==> src/rtl/uart_rx_deserializer.sv <==
`default_nettype none
// ============================================================================
// Module   : uart_rx_deserializer
// Purpose  : Receive-side UART engine. Synchronises and oversamples RXD,
//            recovers 16550-style async frames (5..8 data bits, optional
//            parity, one checked stop bit) and stores each character with
//            its parity/framing/break status in a show-ahead RX FIFO.
// Ports    : clock, PRESETn         - clock, async active-low reset
//            baud_tick              - one-cycle enable at OSR x baud
//            RXD                    - serial input (idle high, async)
//            lcr_wls/pen/eps        - frame format (latched per frame)
//            rd_en, fifo_clr        - FIFO pop / synchronous flush
//            rx_data/perr/ferr/brk  - FIFO head entry (0 when empty)
//            rx_fifo_empty/full/count, overrun_pulse, rx_busy - status
// Revision : 1.0 - initial release
// ============================================================================
module uart_rx_deserializer #(
  parameter int FIFO_DEPTH = 16,
  parameter int OSR        = 16
) (
  input  logic                          clock,
  input  logic                          PRESETn,
  input  logic                          baud_tick,
  input  logic                          RXD,
  input  logic [1:0]                    lcr_wls,
  input  logic                          lcr_pen,
  input  logic                          lcr_eps,
  input  logic                          rd_en,
  input  logic                          fifo_clr,
  output logic [7:0]                    rx_data,
  output logic                          rx_perr,
  output logic                          rx_ferr,
  output logic                          rx_brk,
  output logic                          rx_fifo_empty,
  output logic                          rx_fifo_full,
  output logic [$clog2(FIFO_DEPTH):0]   rx_fifo_count,
  output logic                          overrun_pulse,
  output logic                          rx_busy
);

  localparam int c_cnt_w = $clog2(OSR);
  localparam int c_ptr_w = $clog2(FIFO_DEPTH);
  localparam logic [c_cnt_w-1:0] c_half_last = c_cnt_w'(OSR/2 - 1);
  localparam logic [c_cnt_w-1:0] c_bit_last  = c_cnt_w'(OSR - 1);
  localparam logic [c_ptr_w:0]   c_depth     = (c_ptr_w+1)'(FIFO_DEPTH);

  typedef enum logic [2:0] {
    S_IDLE      = 3'd0,
    S_START     = 3'd1,
    S_DATA      = 3'd2,
    S_PARITY    = 3'd3,
    S_STOP      = 3'd4,
    S_WAIT_HIGH = 3'd5
  } state_t;

  // --------------------------------------------------------------------------
  // RXD synchroniser (idle-high reset value so no false start after reset)
  // --------------------------------------------------------------------------
  logic rxd_s1_q, rxd_s2_q;

  always_ff @(posedge clock or negedge PRESETn) begin
    if (!PRESETn) begin
      rxd_s1_q <= 1'b1;
      rxd_s2_q <= 1'b1;
    end else begin
      rxd_s1_q <= RXD;
      rxd_s2_q <= rxd_s1_q;
    end
  end

  // --------------------------------------------------------------------------
  // Frame FSM
  // --------------------------------------------------------------------------
  state_t               state_q, state_d;
  logic [c_cnt_w-1:0]   cnt_q, cnt_d;
  logic [2:0]           bit_q, bit_d;
  logic [7:0]           data_q, data_d;
  logic                 par_q, par_d;
  logic                 perr_q, perr_d;
  logic [1:0]           wls_q, wls_d;
  logic                 pen_q, pen_d;
  logic                 eps_q, eps_d;
  logic                 w_push;
  logic                 w_ferr;
  logic                 w_brk;

  always_ff @(posedge clock or negedge PRESETn) begin
    if (!PRESETn) begin
      state_q <= S_IDLE;
      cnt_q   <= '0;
      bit_q   <= '0;
      data_q  <= '0;
      par_q   <= 1'b0;
      perr_q  <= 1'b0;
      wls_q   <= '0;
      pen_q   <= 1'b0;
      eps_q   <= 1'b0;
    end else begin
      state_q <= state_d;
      cnt_q   <= cnt_d;
      bit_q   <= bit_d;
      data_q  <= data_d;
      par_q   <= par_d;
      perr_q  <= perr_d;
      wls_q   <= wls_d;
      pen_q   <= pen_d;
      eps_q   <= eps_d;
    end
  end

  always_comb begin
    state_d = state_q;
    cnt_d   = cnt_q;
    bit_d   = bit_q;
    data_d  = data_q;
    par_d   = par_q;
    perr_d  = perr_q;
    wls_d   = wls_q;
    pen_d   = pen_q;
    eps_d   = eps_q;
    w_push  = 1'b0;
    w_ferr  = 1'b0;
    w_brk   = 1'b0;

    case (state_q)
      S_IDLE: begin
        if (baud_tick && !rxd_s2_q) begin
          state_d = S_START;
          cnt_d   = '0;
        end
      end

      // Re-check the line at mid start bit to reject glitches.
      S_START: begin
        if (baud_tick) begin
          if (cnt_q == c_half_last) begin
            cnt_d = '0;
            if (!rxd_s2_q) begin
              state_d = S_DATA;
              bit_d   = '0;
              data_d  = '0;
              par_d   = 1'b0;
              perr_d  = 1'b0;
              wls_d   = lcr_wls;
              pen_d   = lcr_pen;
              eps_d   = lcr_eps;
            end else begin
              state_d = S_IDLE;
            end
          end else begin
            cnt_d = cnt_q + c_cnt_w'(1);
          end
        end
      end

      S_DATA: begin
        if (baud_tick) begin
          if (cnt_q == c_bit_last) begin
            cnt_d          = '0;
            data_d[bit_q]  = rxd_s2_q;
            if (bit_q == ({1'b0, wls_q} + 3'd4)) begin
              state_d = pen_q ? S_PARITY : S_STOP;
            end else begin
              bit_d = bit_q + 3'd1;
            end
          end else begin
            cnt_d = cnt_q + c_cnt_w'(1);
          end
        end
      end

      // Even: XOR of data and parity bit must be 0; odd: must be 1.
      S_PARITY: begin
        if (baud_tick) begin
          if (cnt_q == c_bit_last) begin
            cnt_d   = '0;
            par_d   = rxd_s2_q;
            perr_d  = ((^data_q) ^ rxd_s2_q) != ~eps_q;
            state_d = S_STOP;
          end else begin
            cnt_d = cnt_q + c_cnt_w'(1);
          end
        end
      end

      // par_q stays 0 when parity is disabled, so the break term needs no
      // separate enable qualifier.
      S_STOP: begin
        if (baud_tick) begin
          if (cnt_q == c_bit_last) begin
            cnt_d   = '0;
            w_ferr  = !rxd_s2_q;
            w_brk   = w_ferr && (data_q == 8'h00) && !par_q;
            w_push  = 1'b1;
            state_d = w_ferr ? S_WAIT_HIGH : S_IDLE;
          end else begin
            cnt_d = cnt_q + c_cnt_w'(1);
          end
        end
      end

      // Hold off new start detection until the line has returned high.
      S_WAIT_HIGH: begin
        if (rxd_s2_q) begin
          state_d = S_IDLE;
        end
      end

      default: begin
        state_d = S_IDLE;
      end
    endcase
  end

  assign rx_busy = (state_q != S_IDLE);

  // --------------------------------------------------------------------------
  // RX FIFO: {brk, ferr, perr, data[7:0]}
  // --------------------------------------------------------------------------
  logic [10:0]        mem [FIFO_DEPTH];
  logic [c_ptr_w-1:0] wptr_q, rptr_q;
  logic [c_ptr_w:0]   count_q;
  logic               w_full;
  logic               w_empty;
  logic               w_pop;
  logic               w_push_ok;
  logic [10:0]        w_head;

  assign w_full    = (count_q == c_depth);
  assign w_empty   = (count_q == '0);
  assign w_pop     = rd_en && !w_empty && !fifo_clr;
  // A pop in the same cycle frees the slot, so a full FIFO still accepts.
  assign w_push_ok = w_push && (!w_full || w_pop) && !fifo_clr;
  assign overrun_pulse = w_push && w_full && !rd_en && !fifo_clr;

  always_ff @(posedge clock or negedge PRESETn) begin
    if (!PRESETn) begin
      wptr_q  <= '0;
      rptr_q  <= '0;
      count_q <= '0;
    end else if (fifo_clr) begin
      wptr_q  <= '0;
      rptr_q  <= '0;
      count_q <= '0;
    end else begin
      if (w_push_ok) begin
        wptr_q <= wptr_q + c_ptr_w'(1);
      end
      if (w_pop) begin
        rptr_q <= rptr_q + c_ptr_w'(1);
      end
      if (w_push_ok && !w_pop) begin
        count_q <= count_q + (c_ptr_w+1)'(1);
      end else if (!w_push_ok && w_pop) begin
        count_q <= count_q - (c_ptr_w+1)'(1);
      end
    end
  end

  always_ff @(posedge clock) begin
    if (w_push_ok) begin
      mem[wptr_q] <= {w_brk, w_ferr, perr_q, data_q};
    end
  end

  assign w_head        = w_empty ? 11'd0 : mem[rptr_q];
  assign rx_data       = w_head[7:0];
  assign rx_perr       = w_head[8];
  assign rx_ferr       = w_head[9];
  assign rx_brk        = w_head[10];
  assign rx_fifo_empty = w_empty;
  assign rx_fifo_full  = w_full;
  assign rx_fifo_count = count_q;

endmodule
`default_nettype wire

==> config.mk <==
export PLATFORM = sky130hd
export DESIGN_NAME = uart_rx_deserializer
export DESIGN_NICKNAME = d
export VERILOG_FILES = /design/src/rtl/uart_rx_deserializer.sv
export SDC_FILE = /design/constraint.sdc
export NUM_CORES = 1
export LEC_CHECK = 0
export BUFFER_PORTS_ARGS = -buffer_cell sky130_fd_sc_hd__buf_2
export CAP_MARGIN = 20
export CORE_UTILIZATION = 60
export DETAILED_ROUTE_END_ITERATION = 7
export GPL_TIMING_DRIVEN = 0
export PLACE_DENSITY = 0.83
export SYNTH_ARGS = -nofsm -noshare
export SYNTH_HDL_FRONTEND = slang
export SYNTH_SLANG_ARGS = --single-unit
==> constraint.sdc <==
create_clock -name clock -period 4.1 [get_ports clock]
set_input_delay 0.205 -clock clock [delete_from_list [all_inputs] [get_ports clock]]
set_output_delay 0.205 -clock clock [all_outputs]
set_load 0.1 [all_outputs]
==> results.txt, run 1 <==
The synthesized design spends more area on one cell type than any other, namely edfxtp_1. Yosys mapped a number of flops with a built-in enable equal to 176. In this run, synthesis produced a sequential element count of 215.

The maximum achievable frequency came out at 0.297 GHz. The count of final hold-check violations is 0. Detailed placement finished with a half-perimeter wire length of 12.8 mm. The met1 capacity usage during global routing came out at 0.342. The leakage power of the design is 0.00367 uW.

The final design utilization is 0.700. The most used routing layer is met2. The cell count after synthesis came out at 572. The core area came out at 15200 um^2. The largest individual stage delay along the critical path comes from the cell buf_1.

STA puts the critical path data arrival time at 3170 ps. The clock net in this run drives a total of between 200 and 250 sinks. Of the total power, the clock network draws 0.276. At the end of routability-driven placement, the weighted congestion stood at between 0.8 and 0.9.

The clock latency on the worst-skew pair is 500 ps. Setup repair after global routing left no endpoint under its margin. The die outline width came out at around 130 um.

The pin slew with the least headroom to its limit is 1100 ps. The number of nets produced by synthesis is 598. For this configuration, the core starts out at a cell density of 0.613. The detail route stage leaves a number of antenna-violating nets equal to 0.

Counting along the longest clock path gives a buffer depth of 3. The port buffer count came out at 28. The number of DRC violations after detailed-routing iteration 0 is 503. The shortest clock period the worst path allows after layout is 3370 ps. Counting cells, the worst reg-to-reg path comes to 11. Walking the worst path, the cells encountered are clkbuf_1, buf_1, mux4_2, mux2i_1, o22ai_1, buf_2.

The endpoint class of the critical path is a primary output. The worst hold path belongs to the class in -> reg. The maximum vdd ir drop came out at 849 uV. The area of the mapped netlist came out at 9320 um^2. The placed cell area is 9760 um^2. The final route contains approximately 5500 vias. Cell internal power was estimated by the tool at 4440 uW. The worst hold path passes through 3 cells. The initial antenna violation count is 0. In the synthesized netlist the async set-or-reset flop fraction comes to 0.181. The first-pass iteration count of the detailed router came out at 6.

The via count of the first global-routing pass was between 5000 and 6000. The run finished with clean final reports. The post-detailed-route via-to-cell ratio is 6.50. The remaining max-slew budget at the tightest pin is 0.265. The fraction of synthesized cell area taken by the top area cell type came out at 0.567. By count the netlist is led by edfxtp_1 (176), mux4_2 (44), dfrtp_1 (37). The clock root buffer master is clkbuf_16. The layout overhead on the synthesized area is 14.3%. The switching portion of total power came out at 0.379.

The total of endpoints with negative setup slack in the final report came out at 0. In the routed design, unresolved DRC markers number 0. The number of fill cells in the layout is about 940.

The number of antenna repair diodes is 0. Setup slack closes at 728 ps. The area taken by flip-flops and latches is 6260 um^2. The fraction of layout instances using a drive strength above 1 came out at 0.224. The number of maximum-capacitance constraint violations is 0. The required time of the critical path came out at 3890 ps. The synthesized netlist contains 64 unique library cells. The remaining global-route overflow is 0. The worst register-to-register path ends at rx_fifo_count[4]. The worst register-to-register path has a setup slack of 810 ps. The maximum number of pins on one net before global-route repair is 40. The maximum fanout along the worst path is 10. The first global-routing pass estimated 31.4 mm of wire. With fillers left out, the area of the finished cells amounts to 10600 um^2. The net switching power of the design is between 2000 and 3000 uW. TritonCTS built the clock tree. The post-placement setup slack came out at 752 ps. The number of buffers inserted during clock tree synthesis is 23. The endpoint of the worst hold path is rx_fifo_count[4].

The total area of multi-input combinational cells is 2850 um^2. Once the clock tree was built, the setup fixing pass inserted 0 buffers. The max-slew violation count is 0. The worst register-to-register path begins at cnt_q[0]. The average cell area after synthesis came out at 16.3 um^2. The combined buffer and inverter count along the critical path is 3. In the post-synthesis netlist, the biggest area contributors are edfxtp_1 (57%), mux4_2 (11%), dfrtp_1 (9.9%). The cell with the most instances after synthesis is edfxtp_1. The most used flip-flop cell after synthesis is edfxtp_1. The overall routing resource usage came out at 0.264.

The beginning of the critical path is rptr_q[1]. The element type at the critical path start is a flip-flop. In this run the core area contains 45 standard-cell rows. The startpoint of the most critical hold path is rd_en. The total negative setup slack came out at 0 ps. For met2 alone, demand over resource in global routing was 0.453. The post-layout net count came out at 674. The average wire per standard cell came out at 23.7 um.

The largest clock skew in the final design came out at roughly 13 ps. The family with the most delay on the worst path is buffers and inverters. After detailed routing, the total wire length is 20.1 mm. The delay of the slowest cell on the worst path came out at 620 ps.

The share of the Yosys chip area taken by registers is 0.672. In the global route stage, met3 resource usage came out at 0.0485. The die outline height is 127 um. The power per standard cell area came out at about 670 nW/um^2. During I/O placement, the number of pins put on the boundary was 30. The number of H-tree branching levels is 1. The sequential group share of total power is 0.391. The clock slew at the register clock pins of the worst setup and hold paths came out at 60 ps. The quantity of hold-fixing buffers added after cts came out at 7.

Of the total power, combinational logic draws 0.334. Summing internal, switching and leakage power gives 7140 uW. The type of the worst setup path is reg -> out. The die covers 16000 um^2. The count of instances resized after the clock tree is built came out at 0. In the finished design, the share of the clock period the worst path needs comes to 0.822. For this run, the number of Yosys warnings is 0.
==> layer usage <==
metal / vias up / wire length, um
met4: 0 / 466
li1: 2421 / -
met3: 39 / 1550
met1: 2789 / 8010
met5: - / 0
met2: 266 / 10100
==> cell usage in the layout, fill, tap and decap left out, drive strengths merged, types with 2 or more instances in the layout <==
cell	instances
a21o	2
a21oi	9
a221o	2
a311o	2
a311oi	2
a31oi	9
buf	60
bufinv	2
clkbuf	46
clkinv	5
dfrtp	37
dfstp	2
dlygate4sd3	7
edfxtp	176
ha	15
inv	20
mux2	9
mux2i	27
mux4	44
nand2	20
nand2b	6
nand3	14
nand4	6
nor2	34
nor2b	5
nor3	11
nor3b	3
nor4	4
nor4b	2
o211ai	2
o21a	3
o21ai	10
o22ai	19
o31ai	2
o32ai	2
or3	4
or3b	3
xnor2	10
xor2	2
==> worst max-delay path by stage <==
stage / endpoint / slack [ps] / cells past startpoint
global route: rx_brk / 560 / 6
detailed placement: mem[4][7] / 750 / 6
finish: rx_ferr / 730 / 6
CTS: rx_brk / 730 / 6
floorplan: rx_data[0] / 300 / 5
global placement: mem[6][10] / 820 / 4
==> sequential cells by signal, summed over array words and instances (netlist names), 3 cells and up <==
register	count
rptr_q	4
cnt_q	4
data_q	8
wptr_q	4
mem	176
state_q	3
bit_q	3
rx_fifo_count	5
==> power groups by stage <==
| stage | logic [uW] | registers (uW) | clock network, uW |
|---|---|---|---|
| finish | 2380 | 2790 | 1970 |
| global route | 2530 | 2810 | 2070 |
| CTS | 2380 | 2790 | 1990 |
| detailed placement | 2350 | 2830 | 0 |
| global placement | 2300 | 2810 | 0 |
| floorplan | 1780 | 2900 | 0 |
==> final cells by class <==
class / count / share of cell area
multi-input cells: 304 / 0.267
clock inverters: 8 / 0.00858
flip-flops and latches: 215 / 0.588
inverters: 20 / 0.00705
plain buffers: 33 / 0.0139
well taps: 188 / 0.0221
repair buffers: 51 / 0.0348
clock buffers: 29 / 0.0581
==> worst min-delay path: cells and delay by family <==
family / cells / cell delay (ps)
buffers and inverters: 1 / 150
AND/OR/NAND/NOR: 1 / 80
AO/OA/AOI/OAI: 1 / 140
==> stage by stage <==
| step | hold slack (ps) | cells |
|---|---|---|
| floorplan | -90.6 | 572 |
| global placement | 312 | 788 |
| detailed placement | 314 | 793 |
| CTS | 105 | 837 |
| global route | 122 | 848 |
| finish | 116 | 848 |
==> cells by family (layout without fill, tap and decap cells) <==
| group | Yosys count | in the layout | synth area share |
|---|---|---|---|
| AO/OA/AOI/OAI | 76 | 76 | 0.0573 |
| adder cells (fa/ha/maj) | 16 | 16 | 0.0223 |
| XOR/XNOR | 12 | 12 | 0.0113 |
| AND/OR/NAND/NOR | 120 | 120 | 0.0666 |
| multiplexers | 80 | 80 | 0.146 |
| flip-flops | 215 | 215 | 0.672 |
| buffers and inverters | 53 | 141 | 0.0239 |
No activity file was read; power rests on OpenSTA's default activity.
==> run 2: changes to the inputs <==
--- a/config.mk
+++ b/config.mk
@@ -5,12 +5,13 @@
 export SDC_FILE = /design/constraint.sdc
 export NUM_CORES = 1
 export LEC_CHECK = 0
+export ABC_AREA = 1
 export BUFFER_PORTS_ARGS = -buffer_cell sky130_fd_sc_hd__buf_2
 export CAP_MARGIN = 20
-export CORE_UTILIZATION = 60
+export CORE_UTILIZATION = 56
 export DETAILED_ROUTE_END_ITERATION = 7
 export GPL_TIMING_DRIVEN = 0
-export PLACE_DENSITY = 0.83
+export PLACE_DENSITY = 0.82
 export SYNTH_ARGS = -nofsm -noshare
 export SYNTH_HDL_FRONTEND = slang
 export SYNTH_SLANG_ARGS = --single-unit
==> constraint.sdc (replaced) <==
create_clock -name clock -period 3.1 [get_ports clock]
set_input_delay 0.155 -clock clock [delete_from_list [all_inputs] [get_ports clock]]
set_output_delay 0.155 -clock clock [all_outputs]
set_load 0.1 [all_outputs]
==> results.txt, run 2 <==
The run finished with clean final reports. Among all cell types in the netlist, the one instantiated most often is edfxtp_1. The port buffer count is 29.

The fraction of synthesized cell area taken by the top area cell type is 0.561. The average cell area after synthesis came out at 11.3 um^2. The element type at the critical path start is a flip-flop. The maximum achievable frequency is 0.335 GHz.

For this run, the leading register cell type out of synthesis is edfxtp_1. The worst setup path is captured at a primary output. The total of endpoints with negative setup slack in the final report is 0. At the end of routability-driven placement, the weighted congestion stood at 0.858. The initial antenna violation count is 0.

After synthesis, the cell types taking the most area are edfxtp_1 (56%), dfrtp_1 (9.8%), nand2_1 (6.7%). In this run the core area contains 47 standard-cell rows. The number of synthesized register bits came out at 215. The layout overhead on the synthesized area is 13.3%. Setup repair after global routing left no endpoint under its margin.

The number of H-tree branching levels is 1. The post-layout net count came out at 924. The maximum clock path buffer count came out at 3. The min-delay analysis places its worst path in the category in -> reg.

The required time of the critical path came out at 2940 ps. Counting instances in the post-synthesis netlist gives the leading cell types as edfxtp_1 (176), nand2_1 (169), nor2_1 (96). The via count of the first global-routing pass was 6204. In this run the worst path has a maximum fanout of 10. The number of top-level pins is 30.

The biggest area contributor in the post-synthesis netlist is edfxtp_1. The number of stages on the worst hold path is 3. The count of final hold-check violations came out at 0. The number of enable-type register cells in the synthesized netlist is 176. Yosys printed 0 warnings. The leakage power of the design came out at 0.00416 uW. The number of maximum-capacitance constraint violations is 0. The fraction of the yosys area taken by sequential cells came out at 0.665. The number of clock buffers added by TritonCTS is 22. Synthesis instantiated 41 different standard cells from the library. On the final layout, the worst clock skew is 11.7 ps. TritonCTS built the clock tree.

The flip-flop count of the largest register, all copies and words added came out at 176. For this block, the initial DRC count from the detailed router was 719. In this run the cell area measured after placement is approximately 9900 um^2.

The post-detailed-route via-to-cell ratio came out at 5.82. The HPWL after detailed placement is 13.8 mm. The depth of the worst register-to-register path came out at 9. The maximum vdd ir drop is approximately 660 uV.

The core region is ~17000 um^2. The remaining max-slew budget at the tightest pin came out at 0.278. The commonest non-fill, non-tap cell in the layout is edfxtp_1. In the layout the commonest cells are edfxtp_1 (176), nand2_1 (169), nor2_1 (96). The tree built by TritonCTS fans out to roughly 220 sinks.

Data arrives at the worst endpoint at about 2800 ps. The total negative setup slack came out at 0 ps. Dividing the final minimum period by the clock period gives 0.963. The power per standard cell area came out at 816 nW/um^2. The number of design rule violations left after detail routing is 0. The number of nets produced by synthesis is 861. The worst setup path is of the reg -> out kind. In the synthesized netlist the async set-or-reset flop fraction comes to 0.181. In this run the remaining antenna-violating nets after routing total 0. The total detailed-routing wirelength is 21.4 mm. The register bank with the most flops is mem. The clock root buffer master is clkbuf_16. On the final layout, the worst hold slack is 37.0 ps. The clock slew at the register clock pins of the worst setup and hold paths is 60 ps. The first-pass iteration count of the detailed router came out at 6.

The synthesized netlist occupies a cell area of 9430 um^2. The clock latency on the worst-skew pair came out at 490 ps. The pin slew with the least headroom to its limit is 1080 ps. The fraction of layout instances using a drive strength above 1 is 0.126.

Entering global routing, the biggest net connects 40 pins. The first global-routing pass estimated 33.5 mm of wire. The total vias in the final route came out at 6589. The post-route cell area is 10700 um^2. The die outline height is about 130 um. The shortest clock period the worst path allows after layout is around 3000 ps. The max-slew violation count is 0. The cell count after synthesis is 835. The overall routing resource usage is 0.252. The full die area is 17400 um^2. The power after layout came out at between 8000 and 9000 uW. The number of antenna diodes in the final layout is 0. The starting utilization of the core area came out at 0.570. After detailed routing, the average wire length per cell comes to 18.8 um.

The final design utilization is 0.646. Summed over all layers, the global routing overflow is 0. The die outline width came out at 132 um.
run 2: cell count changes in the layout (fill, tap and decap cells not counted), sizes merged, moves of 21 or more:
cell,change
o21ai,+82
inv,+27
a21oi,+21
mux4,-44
nor2,+70
nand2,+156
run 2: area by class of cell:
class,instances,area (um^2)
plain buffers,34,159
well taps,220,275
repair buffers,39,246
flip-flops and latches,215,6260
inverters,47,176
multi-input cells,539,2850
fillers,1193,5850
clock buffers,28,594
clock inverters,11,106
run 2: metrics by stage:
step,instances,worst slack (ps)
4_1_cts,1131,69.2
2_1_floorplan,835,54.3
3_3_place_gp,1084,-202
6_report,1133,114
3_5_place_dp,1086,292
5_1_grt,1133,20.5
run 2: per-layer routing:
metal / vias up / track usage / part of all wire
met3: 45 / 0.0361 / 0.079
met1: 3155 / 0.350 / 0.40
met2: 329 / 0.404 / 0.48
met5: - / 0 / 0
met4: 0 / 0.104 / 0.036
li1: 3060 / - / -
run 2: logic make-up (layout without fill, tap and decap cells):
family | Yosys count | in the layout | share of synthesized area
adder cells (fa/ha/maj) | 16 | 16 | 0.0220
buffers and inverters | 81 | 159 | 0.0349
XOR/XNOR | 10 | 10 | 0.00929
multiplexers | 23 | 23 | 0.0244
flip-flops | 215 | 215 | 0.665
AND/OR/NAND/NOR | 330 | 330 | 0.151
AO/OA/AOI/OAI | 160 | 160 | 0.0939
run 2: critical path, stage by stage (launching register included):
cell,delay (ps)
dfrtp_1,370
buf_2,180
inv_2,100
buf_2,240
buf_2,310
o21ai_0,150
o22ai_1,200
a211oi_1,150
nor2_1,170
buf_2,450
run 2: power by group:
group	internal (uW)	total [uW]	switching [uW]	leakage [uW]
sequential	3240	3420	179	0.00222
clock	1520	2550	1030	0.000342
combinational	668	2740	2070	0.00160
total	5430	8710	3280	0.00416
run 2: repair_timing:
action                                  4_1_cts  5_1_grt
hold endpoints to repair                     42        0
hold buffers                                  6        0
setup buffers                                 0        0
resized for setup                             0       13
endpoints found under the setup margin        0       10
run 2: final timing paths:
| kind | startpoint | endpoint | slack [ps] |
|---|---|---|---|
| worst max-delay path | rptr_q[0] | rx_data[2] | 110 |
| max in group asynchronous | PRESETn | data_q[4] | 2220 |
| worst max register to register | cnt_q[0] | mem[12][3] | 330 |
| min in group asynchronous | PRESETn | rx_fifo_count[1] | 330 |
| worst min-delay path | fifo_clr | rptr_q[2] | 40 |
| worst min register to register | rxd_s1_q | rxd_s2_q | 370 |
==> run 3: changes to the inputs <==
==> constraint.sdc (replaced) <==
create_clock -name clock -period 3.1 [get_ports clock]
set_input_delay 0.465 -clock clock [delete_from_list [all_inputs] [get_ports clock]]
set_output_delay 0.465 -clock clock [all_outputs]
set_load 0.1 [all_outputs]
==> results.txt, run 3 (same netlist as run 2, synthesis figures left out) <==
The flow ran to the end, and the final reports show no timing, DRC or antenna violations. For this design the static power due to leakage is 0.00417 uW. The total area of multi-input combinational cells came out at 2880 um^2.

The startpoint identified for the worst hold timing path is RXD. The share of the clock period used by the worst path after layout is 0.988. The post-detailed-route via-to-cell ratio is 5.84. Counting flops per register, the top entry is mem. TritonCTS built the clock tree. The fraction of layout instances using a drive strength above 1 came out at 0.144. The initial antenna violation count is 0. The element type at the critical path start is a flip-flop.

The number of cells after detailed placement came out at 1085. The maximum vdd ir drop came out at 749 uV. In the layout the commonest cells are edfxtp_1 (176), nand2_1 (169), nor2_1 (87). The flip-flop count of the largest register, all copies and words added came out at 176. The remaining global-route overflow came out at 0. The number of design rule violations left after detail routing came out at 0.

The first routing iteration left 736 violations. The number of maximum-capacitance constraint violations came out at 0. Routability-driven placement finished with a final weighted congestion of ~0.92. The total clock sinks came out at 215. The number of top-level pins is 30. The count of placed standard cells in the final layout, fillers left out came out at around 1100. Measured along the x axis, the die boundary spans 132 um. The clock latency on the worst-skew pair came out at 510 ps. The number of antenna diodes in the final layout is 0. The required time of the critical path is about 2600 ps.

The worst hold path class is in -> reg. Buffers added to address setup during post-CTS repair amount to 0. Setup violations remaining at the end of the flow were counted as 0. The sum of net half-perimeters after detailed placement came out at 14.0 mm.

Leaving out fill and tap cells, the most frequent cell in the layout is edfxtp_1. The maximum clock path buffer count came out at 3. The largest clock skew in the final design came out at 13.3 ps.

Once the clock tree was built, the resizer swapped 21 gates to a different size. Setup repair after global routing could not meet its margin everywhere. In this run the core area contains 47 standard-cell rows.

The port buffer count came out at 29. The number of buffers inserted during clock tree synthesis is 22. The smallest clock period supported by the final layout is computed as 3060 ps. For this run, the top clock speed supported by timing is 0.327 GHz. The average wire per standard cell is between 15 and 20 um. The count of final hold-check violations came out at 0. The starting utilization of the core area is 0.570. At the pin with the least slew margin, the transition time is approximately 1100 ps. The layout overhead on the synthesized area is 13.7%. The net count of the finished layout is 922.

The clock slew at the register clock pins of the worst setup and hold paths came out at 60 ps. The number of H-tree branching levels came out at 1. Final hold analysis gives a worst-case slack of 55.2 ps. The overall routing resource usage came out at 0.262. In this run the worst setup path begins at rptr_q[0]. The routed design has 22.3 mm of wire.

The maximum fanout along the worst path is 10. The area taken by flip-flops and latches is 6260 um^2. The power per standard cell area is around 830 nW/um^2. The startpoint of the worst register-to-register path is cnt_q[0].

The first-pass iteration count of the detailed router is 5. The total vias in the final route came out at 6612. Measured against its own limit, the worst slew margin works out to 0.232. The endpoint class of the critical path is a primary output.

The die is 132 um tall. The type of the worst setup path is reg -> out. The via count of the first global-routing pass is 6448. The slack of the worst reg-to-reg path came out at 320 ps. The die covers 17400 um^2. The core area came out at 16500 um^2. The number of fill cells in the layout is 1179. The quantity of hold-fixing buffers added after cts is 0. The max-slew violation count came to 0.

The clock root buffer master is clkbuf_16. The total negative setup slack came out at 0 ps. The first-pass GRT wire length came out at 34.4 mm. Entering global routing, the biggest net connects 40 pins. Once detail routing completed, the nets flagged for antenna violations numbered 0. The arrival time at the worst endpoint is 2600 ps.
[run 3: through the flow]
stage / util / total power, uW / worst slack [ps] / instance area [um^2]
floorplan: - / 5600 / 48.9 / 9460
global placement: 0.598 / 6160 / -199 / 9880
detailed placement: 0.599 / 6200 / 282 / 9900
CTS: 0.643 / 8790 / 12.6 / 10600
global route: 0.649 / 9190 / -7.12 / 10700
finish: 0.649 / 8850 / 37.8 / 10700
[run 3: path summary, 6_finish.rpt]
path	cells past startpoint	to
worst min-delay path	1	rxd_s1_q
worst min register to register	0	rxd_s2_q
max in group asynchronous	1	data_q[6]
worst max register to register	9	mem[13][3]
worst max-delay path	9	rx_data[0]
min in group asynchronous	1	cnt_q[0]
[run 3: worst max-delay path, stage by stage (launching register included)]
cell,delay (ps)
dfrtp_1,400
buf_2,190
inv_2,90
clkbuf_4,240
buf_4,230
o21ai_0,100
o22ai_1,220
a211oi_1,110
nor2_1,240
buf_6,270
[run 3: area by class of cell]
type	count	share of cell area
clock inverters	4	0.00420
repair buffers	37	0.0246
multi-input cells	539	0.269
plain buffers	34	0.0163
clock buffers	36	0.0592
flip-flops and latches	215	0.584
inverters	47	0.0165
well taps	220	0.0257
[run 3: metal layers]
metal,GRT usage,share of wire,vias up,routed length [um]
li1,-,-,3051,-
met1,0.335,0.38,3140,8440
met2,0.438,0.50,353,11100
met3,0.0461,0.091,68,2030
met4,0.120,0.036,0,808
met5,0,0,-,0
[run 3: where the power goes]
part	leakage [uW]	switching [uW]	total, uW	internal, uW
registers	0.00222	184	3420	3240
clock network	0.000322	1040	2520	1480
logic	0.00163	2140	2900	756
total	0.00417	3370	8850	5470
